### config.mk
export PLATFORM = sky130hd
export DESIGN_NAME = instr_queue
export DESIGN_NICKNAME = d
export VERILOG_FILES = /design/src/rtl/instr_queue_pkg.sv /design/src/rtl/instr_queue_mem.sv /design/src/rtl/instr_queue.sv
export SDC_FILE = /design/constraint.sdc
export NUM_CORES = 1
export LEC_CHECK = 0
export CAP_MARGIN = 5
export CORE_MARGIN = 4
export CORE_UTILIZATION = 54
export DETAILED_ROUTE_END_ITERATION = 7
export PLACE_DENSITY = 0.71
export SLEW_MARGIN = 20
export SYNTH_ARGS = -nofsm -noshare
export SYNTH_HDL_FRONTEND = slang
export SYNTH_SLANG_ARGS = --single-unit
### constraint.sdc
create_clock -name clk -period 10.9 [get_ports clk]
set_clock_uncertainty 0.1 [all_clocks]
set_input_delay 2.18 -clock clk [delete_from_list [all_inputs] [get_ports clk]]
set_output_delay 2.18 -clock clk [all_outputs]
set_load 0.01 [all_outputs]
### src/rtl/instr_queue_pkg.sv
// instr_queue_pkg: shared sizing and entry type for the fetch-to-decode
// instruction queue.
//   PcLength / InstrLength : MSB index of the pc and instruction words
//   IqDepth / IqPtrLength  : queue depth and MSB index of its pointers, shared
//                            so the fetcher and the top level agree on sizing
//   iq_entry_t             : one buffered {pc, instr} pair
package instr_queue_pkg;

  localparam int unsigned PcLength    = 31;
  localparam int unsigned InstrLength = 31;
  localparam int unsigned IqDepth     = 16;
  localparam int unsigned IqPtrLength = 3;

  typedef struct packed {
    logic [PcLength:0]    pc;
    logic [InstrLength:0] instr;
  } iq_entry_t;

endpackage

### src/rtl/instr_queue_mem.sv
// instr_queue_mem: storage array for the instruction queue.
// One synchronous write port and one asynchronous read port.
// Contents are not reset; the pointer/count logic decides which entries are
// valid.
//   clk   : system clock
//   we    : write enable
//   waddr : write address (tail)
//   wdata : {pc, instr} entry to store
//   raddr : read address (head)
//   rdata : entry at raddr, combinational
module instr_queue_mem
  import instr_queue_pkg::*;
#(
  parameter int unsigned Depth     = IqDepth,
  parameter int unsigned AddrWidth = IqPtrLength + 1
) (
  input  logic                 clk,
  input  logic                 we,
  input  logic [AddrWidth-1:0] waddr,
  input  iq_entry_t            wdata,
  input  logic [AddrWidth-1:0] raddr,
  output iq_entry_t            rdata
);

  iq_entry_t mem [Depth];

  always_ff @(posedge clk) begin
    if (we) begin
      mem[waddr] <= wdata;
    end
  end

  assign rdata = mem[raddr];

endmodule

### src/rtl/instr_queue.sv
// instr_queue: circular FIFO between the instruction fetcher and the decoder.
// Buffers {pc, instr} pairs and presents the head combinationally to the
// decoder. Pops one entry per cycle unless issue stalls; a ROB clear flushes
// everything. Optional macro IQ_BYPASS_EN lets an entry offered to an empty
// queue reach the decoder in the same cycle.
//   clk                 : system clock, rising edge
//   rst                 : asynchronous reset, active-low
//   is_valid_from_if    : fetcher offers an entry
//   pc_from_if          : pc of the offered entry
//   instr_from_if       : instruction word of the offered entry
//   is_full_to_if       : queue holds QueueDepth entries
//   is_stall_from_issue : issue cannot accept; head is held
//   is_clear_from_rob   : mispredict flush
//   is_empty_to_dc      : no valid head entry
//   pc_to_dc            : head pc, 0 when empty
//   instr_to_dc         : head instruction, 0 when empty
module instr_queue
  import instr_queue_pkg::*;
#(
  parameter int unsigned QueueDepth = IqDepth,
  parameter int unsigned PtrLength  = IqPtrLength
) (
  input  logic                 clk,
  input  logic                 rst,
  input  logic                 is_valid_from_if,
  input  logic [PcLength:0]    pc_from_if,
  input  logic [InstrLength:0] instr_from_if,
  output logic                 is_full_to_if,
  input  logic                 is_stall_from_issue,
  input  logic                 is_clear_from_rob,
  output logic                 is_empty_to_dc,
  output logic [PcLength:0]    pc_to_dc,
  output logic [InstrLength:0] instr_to_dc
);

  localparam logic [PtrLength+1:0] FullCount = (PtrLength + 2)'(QueueDepth);

  logic [PtrLength:0]   head;
  logic [PtrLength:0]   tail;
  logic [PtrLength+1:0] count;

  logic      stored_empty;
  logic      bypass;
  logic      push;
  logic      pop;
  iq_entry_t wr_entry;
  iq_entry_t head_entry;

  assign stored_empty  = (count == '0);
  assign is_full_to_if = (count == FullCount);

`ifdef IQ_BYPASS_EN
  assign bypass = stored_empty && is_valid_from_if && !is_clear_from_rob;
`else
  assign bypass = 1'b0;
`endif

  // A bypassed entry taken by an unstalled decoder is never stored.
  assign push = is_valid_from_if && !is_full_to_if && !(bypass && !is_stall_from_issue);
  assign pop  = !stored_empty && !is_stall_from_issue;

  assign wr_entry = '{pc: pc_from_if, instr: instr_from_if};

  instr_queue_mem #(
    .Depth     (QueueDepth),
    .AddrWidth (PtrLength + 1)
  ) u_mem (
    .clk   (clk),
    .we    (push && !is_clear_from_rob),
    .waddr (tail),
    .wdata (wr_entry),
    .raddr (head),
    .rdata (head_entry)
  );

  // Pointers wrap naturally: QueueDepth is a power of two equal to 2**(PtrLength+1).
  always_ff @(posedge clk or negedge rst) begin
    if (!rst) begin
      head  <= '0;
      tail  <= '0;
      count <= '0;
    end else if (is_clear_from_rob) begin
      head  <= '0;
      tail  <= '0;
      count <= '0;
    end else begin
      if (push) tail <= tail + 1'b1;
      if (pop)  head <= head + 1'b1;
      case ({push, pop})
        2'b10:   count <= count + 1'b1;
        2'b01:   count <= count - 1'b1;
        default: count <= count;
      endcase
    end
  end

  always_comb begin
    is_empty_to_dc = stored_empty && !bypass;
    pc_to_dc       = '0;
    instr_to_dc    = '0;
    if (bypass) begin
      pc_to_dc    = pc_from_if;
      instr_to_dc = instr_from_if;
    end else if (!stored_empty) begin
      pc_to_dc    = head_entry.pc;
      instr_to_dc = head_entry.instr;
    end
  end

endmodule
# Yosys cells after proc, flatten, opt, wreduce, memory -nomap -nowiden
# Memory sizes are Yosys's and may differ from the RTL's.
# Index checks and enable logic that the tools add are counted.
# word_totals
reg_bits	13
ramBits	1024
in_bits	69
output_inout_bits	66
wordCells	32
memories	1
# classes
addsub	4
n_eq_ne	3
n_mux	10
reduce_logical	11
# mem_list
name	depth	width	rd	rd_ports_with_merged_regs	write_ports	line	text
u_mem.mem	16	64	1	0	1	instr_queue_mem.sv:25	iq_entry_t mem [Depth];
# ops
cell	n
2-to-1 mux 32 bit	2
2-to-1 mux 4 bit	4
case mux 5 bit (2 select lines)	1
adder 4 x 1 -> 4 bit, second input constant	2
adder 5 x 1 -> 5 bit, second input constant	1
equality test 5 bit, second input constant	1
zero test 5 bit	1
2-to-1 mux 5 bit	1
subtractor 5 x 1 -> 5 bit, second input constant	1
zero test 1 bit	4
nonzero test 2 bit	2
logical AND 1 bit	3
nonzero test 3 bit	1
equality test 2 x 1 -> 1 bit, second input constant	1
equality test 2 bit, second input constant	1
2-to-1 mux 1 bit	2

# Depth between registers and ports, before layout
# depth
word_depth	6
ltp_mapped	11
ltp_nobuf	9

# By module
# From an unflattened synthesis, not the netlist that was laid out.
# hier_totals
hier_cells	1740
hier_area_um2	39546.7
# modules_own_cells
module	instances	cells_each	area_each_um2
instr_queue_mem	1	1583	38300.5
instr_queue	1	157	1246.2

# Worst setup path before layout
# Ideal clock, no wire load.
# synth_path
path_type	in2reg
startpoint	input port is_valid_from_if
endpoint	memory u_mem.mem[15][0] (netlist bit) (enable)
arrival_ns	5.808
required_time_ns	10.314
slack_ns	4.506
cell_stages	4
n_path_buf	1
cell_sequence	clkbuf_1 a21boi_1 nand2_1 nor2_1
# synth_between
elab_chain_len	4
# synth_lines
item	line	text
start: declaration	instr_queue.sv:25	input logic is_valid_from_if,
logical AND 1 bit	instr_queue.sv:59	assign push = is_valid_from_if && !is_full_to_if && !(bypass && !is_stall_from_issue);
logical AND 1 bit	instr_queue.sv:69	.we (push && !is_clear_from_rob),
2-to-1 mux 1 bit	instr_queue_mem.sv:28	if (we) begin
2-to-1 mux 1 bit (implied by the code)	instr_queue_mem.sv:29	mem[waddr] <= wdata;
end: declaration	instr_queue_mem.sv:25	
# No other way between the ends.

# Worst setup path in the final report
# layout_path
startpoint	register head[0]
endpoint	output port pc_to_dc[21]
# layout_between
elab_chain_len	2
# layout_lines
item	line	text
start: declaration	instr_queue.sv:38	logic [PtrLength:0] head;
start signal: assignment	instr_queue.sv:88	if (pop) head <= head + 1'b1;
memory read (16 x 64 bit)	-	
2-to-1 mux 32 bit	instr_queue.sv:104	end else if (!stored_empty) begin
end: declaration	instr_queue.sv:32	output logic [PcLength:0] pc_to_dc,
# No other way between the ends.

==> flow_summary_export.csv <==
group,metric,value,unit
clocking,cts-buffers-inserted,99,
logic_synthesis,synth_nets,1680,
sta,finalHoldViolations,0,
detailed_routing,ant_nets,0,
logic_synthesis,synthArstFlopShare,1.25,%
sta,setup_viol,0,
logic_synthesis,postSynthCellCount,1604,
floorplan,die_x,279,µm
sta,min_period_over_period,61.3,%
critical_path,crit_path_cell_trace,"buf_12 > buf_16 > mux4_2 > mux4_2 > nor2b_1 > clkdlybuf4s50_1",
logic_synthesis,yosysMostFrequentCell,"edfxtp_1",
floorplan,rows,99,
clocking,clockRootBuffer,"clkbuf_16",
logic_synthesis,synth_cell_types,38,
sta,final.setup.tns,0,ps
logic_synthesis,yosys-top-cells-area,"edfxtp_1, mux4_2, nor2b_1",
sta,max_freq,0.150,GHz
floorplan,dieArea,77900,µm²
logic_synthesis,synth_edf_count,1024,
clocking,htreeDepth,3,
layout,drive_gt1_share,27.8,%
global_routing,grt_overflow_total,0,
critical_path,critPathArrivalTime,4400,ps
layout,syn_to_final_growth,14.5,%
critical_path,cp-start-kind,"flop",
min_path,hold_class,"reg -> reg",
pwr,power.leakage,13.7,nW
sta,rsz0062_at_grt,"no",
global_routing,grt_util_all_layers,21.8,%
clocking,path_clk_slew,60,ps
detailed_routing,viasPerCell,6.23,
logic_synthesis,synthTopCellsByCount,"edfxtp_1, mux4_2, nor2b_1",
clocking,cts_setup_buffers,0,
critical_path,slowest_delay,890,ps
global_routing,grt_max_degree,159,
critical_path,cp_slowest_cell,"dfrtp_4",
floorplan,core_area,73000,µm²
logic_synthesis,synthDominantCellAreaShare,77.4,%
sta,worst_pin_slew,1110,ps
critical_path,cp_max_fo,84,
layout,n_fill_cell,4786,
critical_path,critical_path_class,"reg -> out",
pwr,vdd_drop_max,0.218,mV
logic_synthesis,yosysWarnings,0,
detailed_routing,wire_per_inst,29.5,µm
outcome,status,"finished clean",
clocking,cts_buffer_depth,3,
global_routing,grt_pass1_wl,125000,µm
detailed_routing,dr.first_iter.drc_count,1990,
detailed_routing,wirelength,83400,µm
run,drv_cap,0,
detailed_routing,drc,0,
logic_synthesis,yosys.area.top_type,"edfxtp_1",
placement,port_buffers,134,
layout,final_net_count,1864,
floorplan,die_y,279,µm
logic_synthesis,synth_seq_cells,1037,
global_routing,grt_pass1_vias,18600,
critical_path,cp-end-kind,"primary output",
pwr,power_per_cell_area,213,nW/µm²
clocking,cts_tree,"yes",
clocking,post_cts_resized,0,
critical_path,critical-path-top-delay-family,"buffers and inverters",
sta,period_minus_slack,6680,ps
floorplan,num_io_pins,135,
logic_synthesis,ys_seq_area_share,78.3,%
critical_path,required,8620,ps
critical_path,path_buf_inv,3,
placement,gp_congestion,0.752,
detailed_routing,vias,17600,
sta,maxSlewViolCount,0,
floorplan,start_util,54.4,%
logic_synthesis,dominantRegCellSynth,"edfxtp_1",
placement,place_hpwl,40600,µm
sta,max_slew_margin,25.9,%
sta,hold_ws,515,ps
global_routing,antenna_found_initial,7,
critical_path,crit_top_cell,"mux4_2",
clocking,cts.sinks,1037,
clocking,insertion_delay,650,ps
logic_synthesis,syn_avg_cell_area,24.8,µm²
logic_synthesis,syn_area,39700,µm²
detailed_routing,dr.pass1.iters,5,
clocking,postCtsHoldBufs,0,
## worst register-to-register path, delay by kind of cell (launching register included)
family          cells  cell delay, ps
compound gates      3             570
buf+inv             1             920
flops               1             440
simple gates        4            1460
xor+xnor            1             210
fa+ha+maj           1             250
## area by class of cell
class / instances / area, µm² / area share [%]
multi-input cells: 479 / 8310 / 18.3
clock inverters: 62 / 606 / 1.33
inverters: 4 / 15.0 / 0.0330
diodes: 2 / 5.00 / 0.0110
repair buffers: 167 / 1650 / 3.62
flip-flops and latches: 1037 / 31100 / 68.4
well taps: 959 / 1200 / 2.64
clock buffers: 118 / 2610 / 5.74
## sequential cells by signal, indices dropped and copies added (netlist names)
signal / cells
u_mem.mem: 1024
tail: 4
head: 4
count: 5
## stage by stage
stage               area [µm²]  worst slack, ps  instances  util [%]  total power, mW
global placement         42200             4780       2645      57.9             6.44
detailed placement       42200             4710       2645      57.9             6.45
global route             45500             3870       2827      62.3             10.1
floorplan                39700             4510       1604         -             5.69
CTS                      45400             4120       2825      62.3             9.81
finish                   45500             4220       2828      62.3             9.71
## layout by cell type, fill, tap and decap left out, types with 2 or more instances in the layout
master and instances:
edfxtp_1 1024, mux4_2 320, clkdlybuf4s50_1 134, clkbuf_16 102, nor2b_1 64, buf_4 29, clkinv_2 23, clkinv_1 21
nor2_4 17, nor2_1 16, clkbuf_1 16, nand2_1 11, bufinv_16 11, dfrtp_1 9, a21oi_1 7, ha_1 7
xnor2_1 5, xor2_1 5, inv_1 4, dfrtp_4 4, nor3_1 3, mux2i_1 3, clkinv_8 3, buf_12 3
diode_2 2, nand4_1 2, o31ai_1 2, inv_6 2, clkinvlp_4 2
## metal layers
layer / track usage [%] / up-vias / routed length (µm)
li1: - / 7272 / -
met1: 31.5 / 9558 / 33800
met2: 35.9 / 671 / 42400
met3: 3.55 / 115 / 5780
met4: 5.09 / 8 / 1460
met5: 0 / - / 39
## power by group
group          leakage (nW)  switching, mW  internal (mW)
registers              9.39         0.0667           4.46
clock network          1.58           1.40           1.97
logic                  2.75          0.882          0.932
## kinds of logic after synthesis
kind of cell | share of synthesized area (%)
fa+ha+maj | 0.221
simple gates | 1.62
xor+xnor | 0.221
compound gates | 0.312
flops | 78.3
buf+inv | 1.15
mux | 18.2
## worst paths after layout
| path | startpoint | end | slack [ps] | cells after the start |
|---|---|---|---|---|
| setup / recovery | head[0]$_DFFE_PN0P_ | pc_to_dc[21] | 4220 | 6 |
| setup reg to reg | count[1]$_DFFE_PN0P_ | count[4]$_DFFE_PN0P_ | 6800 | 10 |
| hold reg to reg | count[3]$_DFFE_PN0P_ | count[3]$_DFFE_PN0P_ | 510 | 2 |
| hold / removal | count[3]$_DFFE_PN0P_ | count[3]$_DFFE_PN0P_ | 510 | 2 |
| min in group asynchronous | rst | count[0]$_DFFE_PN0P_ | 1850 | 1 |
| max in group asynchronous | rst | head[3]$_DFFE_PN0P_ | 8340 | 1 |
(Power assumes the default switching activity.)
